===== config.mk =====
export PLATFORM = sky130hd
export DESIGN_NAME = uart_rx_pkt_ctrl_flat
export DESIGN_NICKNAME = d
export VERILOG_FILES = /design/src/rtl/uart_pkg.sv /design/src/rtl/uart_rx_pkt_ctrl_if.sv /design/src/rtl/uart_pkt_fifo.sv /design/src/rtl/uart_rx_pkt_ctrl.sv /design/src/flat_wrapper.sv
export SDC_FILE = /design/constraint.sdc
export NUM_CORES = 1
export LEC_CHECK = 0
export ABC_AREA = 0
export CORE_MARGIN = 4
export CORE_UTILIZATION = 55
export CTS_CLUSTER_SIZE = 25
export DETAILED_ROUTE_END_ITERATION = 12
export PLACE_DENSITY = 0.76
export REMOVE_ABC_BUFFERS = 1
export SYNTH_ARGS = -nofsm -noshare
export SYNTH_HDL_FRONTEND = slang
export SYNTH_SLANG_ARGS = --single-unit
export TNS_END_PERCENT = 5

===== constraint.sdc =====
create_clock -name clk -period 3.5 [get_ports clk]
set_input_delay 0.35 -clock clk [delete_from_list [all_inputs] [get_ports clk]]
set_output_delay 0.35 -clock clk [all_outputs]
set_load 0.02 [all_outputs]

===== src/rtl/uart_pkg.sv =====
// Shared definitions for the UART packet controller: parser states,
// error codes and the default sync byte.
package uart_pkg;

    typedef enum logic [2:0] {
        IDLE    = 3'd0,
        LEN     = 3'd1,
        PAYLOAD = 3'd2,
        CHK     = 3'd3,
        DROP    = 3'd4
    } state_t;

    localparam logic [1:0] ERR_LEN = 2'd0;
    localparam logic [1:0] ERR_OVF = 2'd1;
    localparam logic [1:0] ERR_CHK = 2'd2;
    localparam logic [1:0] ERR_TMO = 2'd3;

    localparam logic [7:0] SYNC_DEFAULT = 8'hA5;

endpackage


===== src/rtl/uart_rx_pkt_ctrl_if.sv =====
// Byte-stream input, FIFO read side and packet status of the packet controller.
interface uart_rx_pkt_ctrl_if #(
    parameter int DBIT    = 8,
    parameter int DEPTH   = 16,
    parameter int MAX_LEN = 16
);
    localparam int CW = $clog2(DEPTH) + 1;
    localparam int LW = $clog2(MAX_LEN) + 1;

    logic            s_tick;
    logic            rx_done_tick;
    logic [DBIT-1:0] rx_dout;
    logic            rd_en;
    logic [DBIT-1:0] rd_data;
    logic            fifo_empty;
    logic [CW-1:0]   fifo_count;
    logic            pkt_valid;
    logic [LW-1:0]   pkt_len;
    logic            pkt_err;
    logic [1:0]      err_code;
    logic            busy;

    modport slave (
        input  s_tick, rx_done_tick, rx_dout, rd_en,
        output rd_data, fifo_empty, fifo_count, pkt_valid, pkt_len,
               pkt_err, err_code, busy
    );

    modport master (
        output s_tick, rx_done_tick, rx_dout, rd_en,
        input  rd_data, fifo_empty, fifo_count, pkt_valid, pkt_len,
               pkt_err, err_code, busy
    );
endinterface


===== src/rtl/uart_pkt_fifo.sv =====
// Payload FIFO with a tentative write pointer: bytes become visible to the
// reader only when committed, and a rollback discards everything since the
// last commit.
module uart_pkt_fifo #(
    parameter int DBIT  = 8,
    parameter int DEPTH = 16
) (
    input  logic                     clk,
    input  logic                     reset_n,
    input  logic                     i_wr_en,
    input  logic [DBIT-1:0]          i_wr_data,
    input  logic                     i_commit,
    input  logic                     i_rollback,
    input  logic                     i_rd_en,
    output logic [DBIT-1:0]          o_rd_data,
    output logic [$clog2(DEPTH):0]   o_count,
    output logic                     o_empty
);
    localparam int AW = $clog2(DEPTH);

    logic [DBIT-1:0] r_mem [DEPTH];
    logic [AW:0]     r_rd_ptr;
    logic [AW:0]     r_wr_commit;
    logic [AW:0]     r_wr_tent;
    logic [AW:0]     w_count;

    assign w_count   = r_wr_commit - r_rd_ptr;
    assign o_count   = w_count;
    assign o_empty   = (w_count == '0);
    assign o_rd_data = r_mem[r_rd_ptr[AW-1:0]];

    // Storage write at the tentative pointer; never reset.
    always_ff @(posedge clk) begin
        if (i_wr_en) begin
            r_mem[r_wr_tent[AW-1:0]] <= i_wr_data;
        end
    end

    // Pointer maintenance: tentative advance, commit, rollback and pop.
    always_ff @(posedge clk or negedge reset_n) begin
        if (!reset_n) begin
            r_rd_ptr    <= '0;
            r_wr_commit <= '0;
            r_wr_tent   <= '0;
        end else begin
            if (i_rollback) begin
                r_wr_tent <= r_wr_commit;
            end else if (i_wr_en) begin
                r_wr_tent <= r_wr_tent + 1'b1;
            end
            if (i_commit) begin
                r_wr_commit <= r_wr_tent;
            end
            if (i_rd_en && !o_empty) begin
                r_rd_ptr <= r_rd_ptr + 1'b1;
            end
        end
    end
endmodule


===== src/rtl/uart_rx_pkt_ctrl.sv =====
// Packet parser behind uart_rx: sync hunt, length, payload, XOR checksum,
// inter-byte timeout; payload staged in uart_pkt_fifo until verified.
//
// state   | meaning
// IDLE    | hunting for the sync byte, other bytes ignored
// LEN     | next byte is the payload length
// PAYLOAD | storing payload bytes tentatively
// CHK     | next byte is the checksum; commit or roll back
// DROP    | swallowing an oversized packet (length + checksum bytes)
module uart_rx_pkt_ctrl
    import uart_pkg::*;
#(
    parameter int              DBIT          = 8,
    parameter int              DEPTH         = 16,
    parameter int              MAX_LEN       = 16,
    parameter logic [DBIT-1:0] SYNC          = SYNC_DEFAULT,
    parameter int              TIMEOUT_TICKS = 320
) (
    input  logic               clk,
    input  logic               reset_n,
    uart_rx_pkt_ctrl_if.slave  bus
);
    localparam int CW = $clog2(DEPTH) + 1;
    localparam int LW = $clog2(MAX_LEN) + 1;
    localparam int TW = $clog2(TIMEOUT_TICKS);
    localparam logic [TW-1:0] TMO_LOAD = TW'(TIMEOUT_TICKS - 1);
    localparam logic [DBIT:0] REM_ONE  = (DBIT+1)'(1);

    state_t          r_state;
    logic [DBIT-1:0] r_chk;
    logic [LW-1:0]   r_len;
    logic [DBIT:0]   r_remaining;
    logic [TW-1:0]   r_tmo;
    logic            r_pkt_valid;
    logic            r_pkt_err;
    logic [1:0]      r_err_code;
    logic [LW-1:0]   r_pkt_len;
    logic            r_busy;

    logic            w_wr_en;
    logic            w_commit;
    logic            w_rollback;
    logic            w_timeout;
    logic            w_len_bad;
    logic            w_len_ovf;
    logic [CW-1:0]   w_fifo_count;
    logic [CW-1:0]   w_free;

    // The timer is a down-counter reloaded on every byte; a byte arriving
    // with the terminal tick wins.
    assign w_timeout = (r_state != IDLE) && bus.s_tick && !bus.rx_done_tick
                       && (r_tmo == '0);
    assign w_free    = CW'(DEPTH) - w_fifo_count;
    assign w_len_bad = (bus.rx_dout == '0) || (int'(bus.rx_dout) > MAX_LEN);
    assign w_len_ovf = int'(bus.rx_dout) > int'(w_free);

    // FIFO strobes act on the same edge as the parser's state change.
    always_comb begin
        w_wr_en    = 1'b0;
        w_commit   = 1'b0;
        w_rollback = 1'b0;
        if (w_timeout) begin
            w_rollback = 1'b1;
        end else if (bus.rx_done_tick) begin
            case (r_state)
                PAYLOAD: w_wr_en = 1'b1;
                CHK: begin
                    if (bus.rx_dout == r_chk) w_commit   = 1'b1;
                    else                      w_rollback = 1'b1;
                end
                default: ;
            endcase
        end
    end

    uart_pkt_fifo #(.DBIT(DBIT), .DEPTH(DEPTH)) u_fifo (
        .clk        (clk),
        .reset_n    (reset_n),
        .i_wr_en    (w_wr_en),
        .i_wr_data  (bus.rx_dout),
        .i_commit   (w_commit),
        .i_rollback (w_rollback),
        .i_rd_en    (bus.rd_en),
        .o_rd_data  (bus.rd_data),
        .o_count    (w_fifo_count),
        .o_empty    (bus.fifo_empty)
    );

    assign bus.fifo_count = w_fifo_count;
    assign bus.pkt_valid  = r_pkt_valid;
    assign bus.pkt_err    = r_pkt_err;
    assign bus.err_code   = r_err_code;
    assign bus.pkt_len    = r_pkt_len;
    assign bus.busy       = r_busy;

    // Parser FSM with timer, checksum and registered status outputs.
    always_ff @(posedge clk or negedge reset_n) begin
        if (!reset_n) begin
            r_state     <= IDLE;
            r_chk       <= '0;
            r_len       <= '0;
            r_remaining <= '0;
            r_tmo       <= '0;
            r_pkt_valid <= 1'b0;
            r_pkt_err   <= 1'b0;
            r_err_code  <= ERR_LEN;
            r_pkt_len   <= '0;
            r_busy      <= 1'b0;
        end else begin
            r_pkt_valid <= 1'b0;
            r_pkt_err   <= 1'b0;
            if (w_timeout) begin
                r_pkt_err  <= 1'b1;
                r_err_code <= ERR_TMO;
                r_state    <= IDLE;
                r_busy     <= 1'b0;
            end else if (bus.rx_done_tick) begin
                r_tmo <= TMO_LOAD;
                case (r_state)
                    IDLE: begin
                        if (bus.rx_dout == SYNC) begin
                            r_state <= LEN;
                            r_busy  <= 1'b1;
                            r_chk   <= '0;
                        end
                    end
                    LEN: begin
                        r_chk <= bus.rx_dout;
                        r_len <= bus.rx_dout[LW-1:0];
                        if (w_len_bad) begin
                            r_pkt_err  <= 1'b1;
                            r_err_code <= ERR_LEN;
                            r_state    <= IDLE;
                            r_busy     <= 1'b0;
                        end else if (w_len_ovf) begin
                            r_pkt_err   <= 1'b1;
                            r_err_code  <= ERR_OVF;
                            r_remaining <= {1'b0, bus.rx_dout} + REM_ONE;
                            r_state     <= DROP;
                        end else begin
                            r_remaining <= {1'b0, bus.rx_dout};
                            r_state     <= PAYLOAD;
                        end
                    end
                    PAYLOAD: begin
                        r_chk       <= r_chk ^ bus.rx_dout;
                        r_remaining <= r_remaining - REM_ONE;
                        if (r_remaining == REM_ONE) r_state <= CHK;
                    end
                    CHK: begin
                        if (bus.rx_dout == r_chk) begin
                            r_pkt_valid <= 1'b1;
                            r_pkt_len   <= r_len;
                        end else begin
                            r_pkt_err  <= 1'b1;
                            r_err_code <= ERR_CHK;
                        end
                        r_state <= IDLE;
                        r_busy  <= 1'b0;
                    end
                    DROP: begin
                        r_remaining <= r_remaining - REM_ONE;
                        if (r_remaining == REM_ONE) begin
                            r_state <= IDLE;
                            r_busy  <= 1'b0;
                        end
                    end
                    default: begin
                        r_state <= IDLE;
                        r_busy  <= 1'b0;
                    end
                endcase
            end else if ((r_state != IDLE) && bus.s_tick) begin
                r_tmo <= r_tmo - 1'b1;
            end
        end
    end
endmodule


===== src/flat_wrapper.sv =====
// flat-port wrapper written by rule: the top's interface ports become plain ports
module uart_rx_pkt_ctrl_flat import uart_pkg::*;
#(
    parameter int              DBIT          = 8,
    parameter int              DEPTH         = 16,
    parameter int              MAX_LEN       = 16,
    parameter logic [DBIT-1:0] SYNC          = SYNC_DEFAULT,
    parameter int              TIMEOUT_TICKS = 320
)
  (clk, reset_n, bus_s_tick, bus_rx_done_tick, bus_rx_dout, bus_rd_en, bus_rd_data, bus_fifo_empty, bus_fifo_count, bus_pkt_valid, bus_pkt_len, bus_pkt_err, bus_err_code, bus_busy);
  uart_rx_pkt_ctrl_if #(.DBIT(DBIT), .DEPTH(DEPTH), .MAX_LEN(MAX_LEN)) bus_i ();
  input  logic clk;
  input  logic reset_n;
  input wire logic [$bits(bus_i.s_tick)-1:0] bus_s_tick;
  input wire logic [$bits(bus_i.rx_done_tick)-1:0] bus_rx_done_tick;
  input wire logic [$bits(bus_i.rx_dout)-1:0] bus_rx_dout;
  input wire logic [$bits(bus_i.rd_en)-1:0] bus_rd_en;
  output wire logic [$bits(bus_i.rd_data)-1:0] bus_rd_data;
  output wire logic [$bits(bus_i.fifo_empty)-1:0] bus_fifo_empty;
  output wire logic [$bits(bus_i.fifo_count)-1:0] bus_fifo_count;
  output wire logic [$bits(bus_i.pkt_valid)-1:0] bus_pkt_valid;
  output wire logic [$bits(bus_i.pkt_len)-1:0] bus_pkt_len;
  output wire logic [$bits(bus_i.pkt_err)-1:0] bus_pkt_err;
  output wire logic [$bits(bus_i.err_code)-1:0] bus_err_code;
  output wire logic [$bits(bus_i.busy)-1:0] bus_busy;
  assign bus_i.s_tick = bus_s_tick;
  assign bus_i.rx_done_tick = bus_rx_done_tick;
  assign bus_i.rx_dout = bus_rx_dout;
  assign bus_i.rd_en = bus_rd_en;
  assign bus_rd_data = bus_i.rd_data;
  assign bus_fifo_empty = bus_i.fifo_empty;
  assign bus_fifo_count = bus_i.fifo_count;
  assign bus_pkt_valid = bus_i.pkt_valid;
  assign bus_pkt_len = bus_i.pkt_len;
  assign bus_pkt_err = bus_i.pkt_err;
  assign bus_err_code = bus_i.err_code;
  assign bus_busy = bus_i.busy;
  uart_rx_pkt_ctrl #(.DBIT(DBIT), .DEPTH(DEPTH), .MAX_LEN(MAX_LEN), .SYNC(SYNC), .TIMEOUT_TICKS(TIMEOUT_TICKS)) u_core (.clk(clk), .reset_n(reset_n), .bus(bus_i));
endmodule

==> flow_summary.toml, run 1 <==
[outcome]
status = "complete, no violations"

[sta]
tightest_slew_ns = 1.08
rsz0062_at_grt = "no"
relSlewSlack_pct = 27.7
fmax_ghz = 0.308
slew_viol_final = 0
timing_hold_violations_final = 0
setup_viol = 0
skew_ns = 0.00891
post-route-min-period_ns = 3.24
fin_crit_sh_pct = 92.6

[pwr]
comb_power_share_pct = 36.4
seqPwrFrac_pct = 37.0
p_int_w = 0.00490
p_leak_nw = 3.72
peakVddDrop_v = 0.000404
p_clk_share_pct = 26.6
netSwitchingFraction_pct = 34.1
p_switching_w = 0.00253
p_per_area_mw_per_mm2 = 744

[final_layout]
final_common_cell = "edfxtp_1"
num_antenna_cells = 0
drive_gt1_share_pct = 19.9
nFillCells = 1066
final_cells = 865
syn2layout_area_growth_pct = 14.5
fin_util_pct = 65.0
final_cell_mix = "128 x edfxtp_1, 58 x dfrtp_1, 40 x mux4_2"
layout.nets = 677
stdcell_area_mm2 = 0.00999

[routing]
vias = 5252
drt_iter0_drc = 362
drtAntennaViolNets = 0
via_per_inst = 6.07
wire_per_inst_um = 22.2
wl_um = 19200
drcViolationCount = 0
drt-pass1-iter-count = 4

[setup_path]
arrival_ns = 2.89
critPathLaunchType = "flip-flop"
max_stage_delay_ns = 0.62
r2r-start = "u_core.u_fifo.r_wr_commit[0]"
slowest_stage = "clkdlybuf4s50_1"
required_ns = 3.15
path_cells = "inv_1 > ha_1 > inv_1 > fa_1 > a21o_1 > a21oi_1 > xor2_1 > ha_1 > clkdlybuf4s50_1"
regToRegSetupSlack_ns = 0.26
crit_type = "flip-flop to output pin"
crit_buf_inv = 3
path_delay_family = "buffers and inverters"
crit_path_end_kind = "output pin"
rr_worst_depth = 13
path_max_fanout = 3
r2r_end = "u_core.r_remaining[3]"

[logic_synthesis]
yosys.area_share.simple_pct = 10.0
synth_enable_flop_cells = 128
seq_area_frac_synth_pct = 61.0
synth-seq-cells = 187
synth_cells = 590
synth_top_family_by_area = "multiplexers"
synth_cell_types = 76
syn_avg_cell_area_um2 = 14.8
synth_xor_area_share_pct = 3.18
synth_area_mm2 = 0.00873
async_flop_share_pct = 31.6
synth_ff_type = "edfxtp_1"
synth-adder-area-share_pct = 3.38
yosysWarnings = 0
synth_compound_area_share_pct = 7.27
synthMuxAreaShare_pct = 12.1

[floorplan]
io_pins = 37
die_x_um = 134
die_y_um = 134
row_count = 45
core-area_mm2 = 0.0154
initial_core_util_pct = 56.8
die_area_mm2 = 0.0179

[clock_tree]
cts_made_buffers = 17
cts_hold_buf = 0
cts_root_buf = "clkbuf_16"
clk_pin_slew_ns = 0.07
cts_resized = 0
post_cts_buffers = 0
ctsHtreeMaxLevel = 4
clk_latency_ns = 0.44
clock-sinks = 187
ctsLongestPathBuffers = 2
cts_tree = "built"

[grt]
antenna_found_initial = 0
grt-ovfl-total = 0
grt_first_pass_wirelength_um = 30700
grt.total_usage_pct = 22.6
grt_max_degree = 49
grt_pass1_vias = 5322

[placement]
hpwl_um = 12600
place_area_mm2 = 0.00938
gp_congestion = 0.913
post-place-cells = 833
io_buffers = 36

[hold_path]
hold_path.class = "primary input to async pin"

[run]
max_cap_violations = 0
[metal layers]
| metal | share of wire [%] | GRT usage, % | vias up |
|---|---|---|---|
| met5 | 0 | 0 | - |
| met2 | 52 | 38.3 | 158 |
| li1 | - | - | 2375 |
| met1 | 42 | 30.1 | 2700 |
| met4 | 1.2 | 6.34 | 0 |
| met3 | 4.7 | 4.61 | 19 |
[power by group through the flow]
stage | Sequential [W] | Combinational [W] | Clock (W)
floorplan | 0.00291 | 0.00168 | 0
global placement | 0.00277 | 0.00263 | 0
detailed placement | 0.00278 | 0.00271 | 0
CTS | 0.00274 | 0.00273 | 0.00200
global route | 0.00277 | 0.00292 | 0.00212
finish | 0.00275 | 0.00271 | 0.00198
[synth_stat cells, types with 4 or more instances]
| library cell | number | area share, % |
|---|---|---|
| ha_1 | 22 | 3.2 |
| nand2_1 | 39 | 1.7 |
| buf_2 | 15 | 0.86 |
| clkbuf_1 | 9 | 0.39 |
| buf_6 | 4 | 0.52 |
| nor3b_1 | 4 | 0.34 |
| nor2_1 | 20 | 0.86 |
| nor4_1 | 7 | 0.50 |
| and2_1 | 5 | 0.36 |
| nor3_1 | 10 | 0.57 |
| mux2_2 | 9 | 1.2 |
| edfxtp_1 | 128 | 44 |
| inv_1 | 23 | 0.99 |
| dfrtp_1 | 59 | 17 |
| nand4_1 | 5 | 0.36 |
| a21o_1 | 4 | 0.34 |
| and3_1 | 11 | 0.79 |
| o21ai_0 | 22 | 1.3 |
| a31oi_1 | 6 | 0.43 |
| xor2_1 | 10 | 1.0 |
| xnor2_1 | 18 | 1.8 |
| nor2b_1 | 5 | 0.36 |
| a21oi_1 | 16 | 0.92 |
| o31ai_1 | 4 | 0.34 |
| or3_1 | 6 | 0.43 |
| a211o_1 | 4 | 0.40 |
| nand3_1 | 11 | 0.63 |
| mux4_2 | 40 | 10 |
[worst register-to-register path, cell delays in order (launching register included)]
cell and delay [ns]:
dfrtp_1 0.37, inv_1 0.10, ha_1 0.15, inv_1 0.05
fa_1 0.39, a21o_1 0.17, a21oi_1 0.16, xor2_1 0.21
ha_1 0.26, ha_1 0.29, mux2i_1 0.15, a21o_1 0.25
or4_1 0.51, nand3_1 0.09
[worst max-delay path by stage]
stage,from,end,cells past startpoint
CTS,u_core.u_fifo.r_rd_ptr[0],bus_rd_data[0],4
global placement,u_core.u_fifo.r_wr_commit[0],u_core.r_remaining[3],13
global route,u_core.u_fifo.r_wr_commit[0],u_core.r_remaining[3],13
finish,u_core.u_fifo.r_wr_commit[0],bus_fifo_empty,9
floorplan,u_core.u_fifo.r_rd_ptr[0],u_core.r_remaining[3],13
detailed placement,u_core.u_fifo.r_wr_commit[0],u_core.r_remaining[3],13
[final cells by class]
class | instances | area, um2 | area share [%]
well taps | 211 | 264 | 2.64
repair buffers | 63 | 562 | 5.62
flip-flops and latches | 187 | 5320 | 53.3
clock buffers | 17 | 425 | 4.26
multi-input cells | 346 | 3140 | 31.4
inverters | 26 | 97.6 | 0.977
clock inverters | 15 | 184 | 1.84
[registers in the layout (all words and copies together), names as in the netlist]
register	cells
u_core.bus.pkt_valid	1
u_core.bus.pkt_err	1
u_core.bus.err_code	2
u_core.r_state	3
u_core.r_tmo	9
u_core.r_len	5
u_core.r_remaining	9
u_core.u_fifo.r_mem	128
u_core.u_fifo.r_rd_ptr	5
u_core.r_chk	8
u_core.bus.pkt_len	5
u_core.u_fifo.r_wr_commit	5
u_core.bus.busy	1
u_core.u_fifo.r_wr_tent	5
[stage by stage]
stage | setup slack, ns | TNS (ns) | hold slack (ns) | total power, W
finish | 0.258 | 0 | 0.114 | 0.00743
detailed placement | 0.271 | 0 | 0.464 | 0.00549
floorplan | -0.898 | -8.37 | 0.0544 | 0.00459
global route | 0.0326 | 0 | 0.204 | 0.00781
CTS | 0.0524 | 0 | 0.172 | 0.00746
global placement | 0.369 | 0 | 0.458 | 0.00540
[cell families (layout without fill, tap and decap cells)]
family	count (synthesis)	in the layout
compound gates	91	91
xor+xnor	30	30
fa+ha+maj	23	23
buf+inv	57	121
flops	187	187
mux	54	54
simple gates	148	148
Power figures use the tool's default switching activity.
==> inputs of run 2 (changes only) <==
CORE_ASPECT_RATIO = 0.5   (was not set)
CORE_MARGIN = 2   (was 4)
PLACE_DENSITY = 0.73   (was 0.76)
clock period = 4.1 ns   (was 3.5 ns; I/O delays follow)
==> run 2 against run 1 <==
Non-clock buffer count shrank 6. Combinational power shrank 18%. Largest cell class unchanged. Sequential share of layout area grew 0.35 points. Via count shrank 0.82%.
==> flow_summary.toml, run 2 (synthesis gave the netlist of run 1 again) <==
[routing]
wire_per_inst_um = 21.6
via_per_inst = 6.11
drcViolationCount = 0
wl_um = 18400
vias = 5209
drt_iter0_drc = 504
drtAntennaViolNets = 0
drt-pass1-iter-count = 4

[final_layout]
drive_gt1_share_pct = 19.0
nFillCells = 1111
final_cell_mix = "128 x edfxtp_1, 58 x dfrtp_1, 40 x mux4_2"
num_antenna_cells = 0
stdcell_area_mm2 = 0.00993
final_common_cell = "edfxtp_1"
syn2layout_area_growth_pct = 13.8
layout.nets = 671
largest_reg_flops = 128
final_cells = 852

[floorplan]
io_pins = 37
row_count = 32
initial_core_util_pct = 56.5
die_y_um = 93.1
die_area_mm2 = 0.0169
core-area_mm2 = 0.0155
die_x_um = 182

[grt]
grt.total_usage_pct = 23.7
grt_pass1_vias = 5309
grt_first_pass_wirelength_um = 29600
antenna_found_initial = 0
grt-ovfl-total = 0
grt_max_degree = 36

[sta]
post-route-min-period_ns = 3.48
fmax_ghz = 0.287
finalSetupTns_ns = 0
slew_viol_final = 0
timing_hold_violations_final = 0
tightest_slew_ns = 0.849
fin_crit_sh_pct = 84.9
setup_viol = 0
skew_ns = 0.0108
relSlewSlack_pct = 42.9
rsz0062_at_grt = "no"

[pwr]
p_clk_share_pct = 26.3
netSwitchingFraction_pct = 35.1
p_leak_nw = 3.68
comb_power_share_pct = 35.8
p_int_w = 0.00405
p_per_area_mw_per_mm2 = 628
p_switching_w = 0.00218
peakVddDrop_v = 0.000403
seqPwrFrac_pct = 37.9

[clock_tree]
ctsHtreeMaxLevel = 4
cts_tree = "built"
clock-sinks = 187
cts_root_buf = "clkbuf_16"
ctsLongestPathBuffers = 2
clk_pin_slew_ns = 0.07
cts_made_buffers = 17
clk_latency_ns = 0.44

[run]
max_cap_violations = 0

[placement]
io_buffers = 36
gp_congestion = 0.828
place_area_mm2 = 0.00932
hpwl_um = 11800
post-place-cells = 819

[setup_path]
critPathLaunchType = "flip-flop"
crit_buf_inv = 2
crit_type = "flip-flop to output pin"
required_ns = 3.69
path_delay_family = "multiplexers"
cp_common_cell = "mux4_2"
regToRegSetupSlack_ns = 0.86
path_cells = "buf_4 > mux4_2 > mux4_2 > clkdlybuf4s50_1"
max_stage_delay_ns = 0.65
path_max_fanout = 35
slowest_stage = "mux4_2"
crit_path_end_kind = "output pin"
arrival_ns = 3.07

[hold_path]
hold_path.class = "flip-flop to flip-flop"

[outcome]
status = "complete, no violations"
## run 2: changes by cell type in the layout (fill, tap and decap cells not counted), sizes merged
| cell | change |
|---|---|
| buf | -7 |
| inv | +2 |
| clkbuf | +1 |
| clkinv | -1 |
| bufinv | -2 |
| dlygate4sd3 | +1 |
## run 2: area by class of cell
class                      instances  area (um2)  area share [%]
tap                              204         255            2.57
sequential                       187        5320            53.6
clock buffer                      18         429            4.32
clock inverter                    14         170            1.71
multi-input combinational        346        3140            31.6
inverter                          26        97.6           0.983
timing repair buffer              57         515            5.19
## run 2: per-stage QoR
| stage | hold WS (ns) | total power, W | setup slack [ns] | util (%) |
|---|---|---|---|---|
| detailed placement | 0.465 | 0.00464 | 0.856 | 60.3 |
| CTS | 0.484 | 0.00626 | 0.571 | 64.2 |
| global route | 0.504 | 0.00657 | 0.474 | 64.2 |
| global placement | 0.458 | 0.00460 | 0.965 | 60.3 |
| floorplan | 0.114 | 0.00392 | -0.298 | - |
| finish | 0.477 | 0.00623 | 0.620 | 64.2 |
## run 2: repair_timing
| item | 4_1_cts | 5_1_grt |
|---|---|---|
| resized for setup | 0 | 0 |
| hold buffers | 1 | 0 |
| endpoints found under the hold margin | 4 | 0 |
| setup buffers | 0 | 0 |
## run 2: power groups by stage
stage | logic (W) | clock network [W] | registers, W
2_1_floorplan | 0.00143 | 0 | 0.00249
4_1_cts | 0.00225 | 0.00165 | 0.00236
3_3_place_gp | 0.00221 | 0 | 0.00239
6_report | 0.00223 | 0.00164 | 0.00236
5_1_grt | 0.00244 | 0.00174 | 0.00239
3_5_place_dp | 0.00225 | 0 | 0.00239
## run 2: layer usage
| metal | routed length (um) | vias up | GRT usage, % |
|---|---|---|---|
| met3 | 963 | 22 | 4.36 |
| met2 | 8640 | 167 | 37.8 |
| li1 | - | 2358 | - |
| met4 | 275 | 0 | 7.66 |
| met1 | 8560 | 2662 | 33.7 |
| met5 | 0 | - | 0 |
## run 2: worst min-delay path, delay by kind of cell (launching register included)
kind	cells	cell delay, ns
DFF	1	0.34
and+or+nand+nor	2	0.10
## run 2: worst paths after layout
path | startpoint | end | cells past startpoint
worst min register to register | u_core.r_len[3] | u_core.r_len[3] | 2
worst min-delay path | u_core.r_len[3] | u_core.r_len[3] | 2
worst max register to register | u_core.u_fifo.r_wr_commit[0] | u_core.r_remaining[3] | 13
worst max-delay path | u_core.u_fifo.r_rd_ptr[0] | bus_rd_data[0] | 4
max in group asynchronous | reset_n | u_core.u_fifo.r_rd_ptr[0] | 3
min in group asynchronous | reset_n | u_core.r_tmo[1] | 2
==> variant, RTL diff (flow settings as in run 2) <==
`DEPTH` is set to 16 in 4 places; all go to 8.
--- a/src/rtl/uart_rx_pkt_ctrl_if.sv
+++ b/src/rtl/uart_rx_pkt_ctrl_if.sv
@@ -1,7 +1,7 @@
 // Byte-stream input, FIFO read side and packet status of the packet controller.
 interface uart_rx_pkt_ctrl_if #(
     parameter int DBIT    = 8,
-    parameter int DEPTH   = 16,
+    parameter int DEPTH   = 8,
     parameter int MAX_LEN = 16
 );
     localparam int CW = $clog2(DEPTH) + 1;
--- a/src/rtl/uart_pkt_fifo.sv
+++ b/src/rtl/uart_pkt_fifo.sv
@@ -3,7 +3,7 @@
 // last commit.
 module uart_pkt_fifo #(
     parameter int DBIT  = 8,
-    parameter int DEPTH = 16
+    parameter int DEPTH = 8
 ) (
     input  logic                     clk,
     input  logic                     reset_n,
--- a/src/rtl/uart_rx_pkt_ctrl.sv
+++ b/src/rtl/uart_rx_pkt_ctrl.sv
@@ -11,7 +11,7 @@
     import uart_pkg::*;
 #(
     parameter int              DBIT          = 8,
-    parameter int              DEPTH         = 16,
+    parameter int              DEPTH         = 8,
     parameter int              MAX_LEN       = 16,
     parameter logic [DBIT-1:0] SYNC          = SYNC_DEFAULT,
     parameter int              TIMEOUT_TICKS = 320
--- a/src/flat_wrapper.sv
+++ b/src/flat_wrapper.sv
@@ -2,7 +2,7 @@
 module uart_rx_pkt_ctrl_flat import uart_pkg::*;
 #(
     parameter int              DBIT          = 8,
-    parameter int              DEPTH         = 16,
+    parameter int              DEPTH         = 8,
     parameter int              MAX_LEN       = 16,
     parameter logic [DBIT-1:0] SYNC          = SYNC_DEFAULT,
     parameter int              TIMEOUT_TICKS = 320
Interface: changed (resized bus_fifo_count); port bits go from 37 to 36. The function was not compared with the original's and may differ.
==> variant against run 2 <==
Routed wire length is 29% lower; largest cell class unchanged; highest routed layer unchanged; clock power is 11% lower; synthesized area is 33% lower; total power is 27% lower; setup slack worse by 0.020 ns; final area is 29% lower; sequential cell count is 67 lower; sequential power is 33% lower.
==> variant: results <==
{
  "wl_met1_um": 5870,
  "grt_use_met1_pct": 33.7,
  "r2r_cells": 11,
  "avgRoutedWirePerCell_um": 19.4,
  "reg2reg_from": "u_core.u_fifo.r_rd_ptr[2]",
  "synth_top_family_by_area": "simple AND/OR/NAND/NOR gates",
  "leakagePower_nw": 2.69,
  "yosysSeqAreaShare_pct": 56.8,
  "grt_use_met3_pct": 5.65,
  "slew_headroom_pct": 40.4,
  "grt_usage_pct": 24.7,
  "synth_xor_area_share_pct": 4.58,
  "met2_length_um": 6280,
  "place_area_um2": 6420,
  "placed_cells": 639,
  "layout.nets": 548,
  "n_fill_cell": 761,
  "worstSkewPairLatency_ns": 0.42,
  "synth_edf_count": 64,
  "layout-drive-gt1-share_pct": 17.5,
  "worst-path-stages": 11,
  "netlist_instances": 467,
  "met2_usage_pct": 39.4,
  "status": "completed",
  "grt_pass1_vias": 4063
}
## variant: stage by stage
step                hold WS [ns]  setup slack (ns)
global route               0.105             0.383
detailed placement         0.493             0.613
global placement           0.473             0.789
CTS                       0.0567             0.593
finish                    0.0415             0.600
floorplan                  0.114             0.697
## variant: cell type report
| type | count | area [um2] | share of cell area, % |
|---|---|---|---|
| clock buffer | 18 | 429 | 6.13 |
| clock inverter | 14 | 151 | 2.16 |
| inverter | 19 | 71.3 | 1.02 |
| multi-input combinational | 307 | 2370 | 33.9 |
| sequential | 120 | 3320 | 47.4 |
| tap | 140 | 175 | 2.50 |
| timing repair buffer | 53 | 480 | 6.86 |
## variant: power breakdown
group / switching [mW] / leakage (nW) / internal, mW
sequential: 0.177 / 1.26 / 1.41
clock: 0.565 / 0.271 / 0.896
combinational: 0.797 / 1.15 / 0.733
total: 1.54 / 2.69 / 3.04
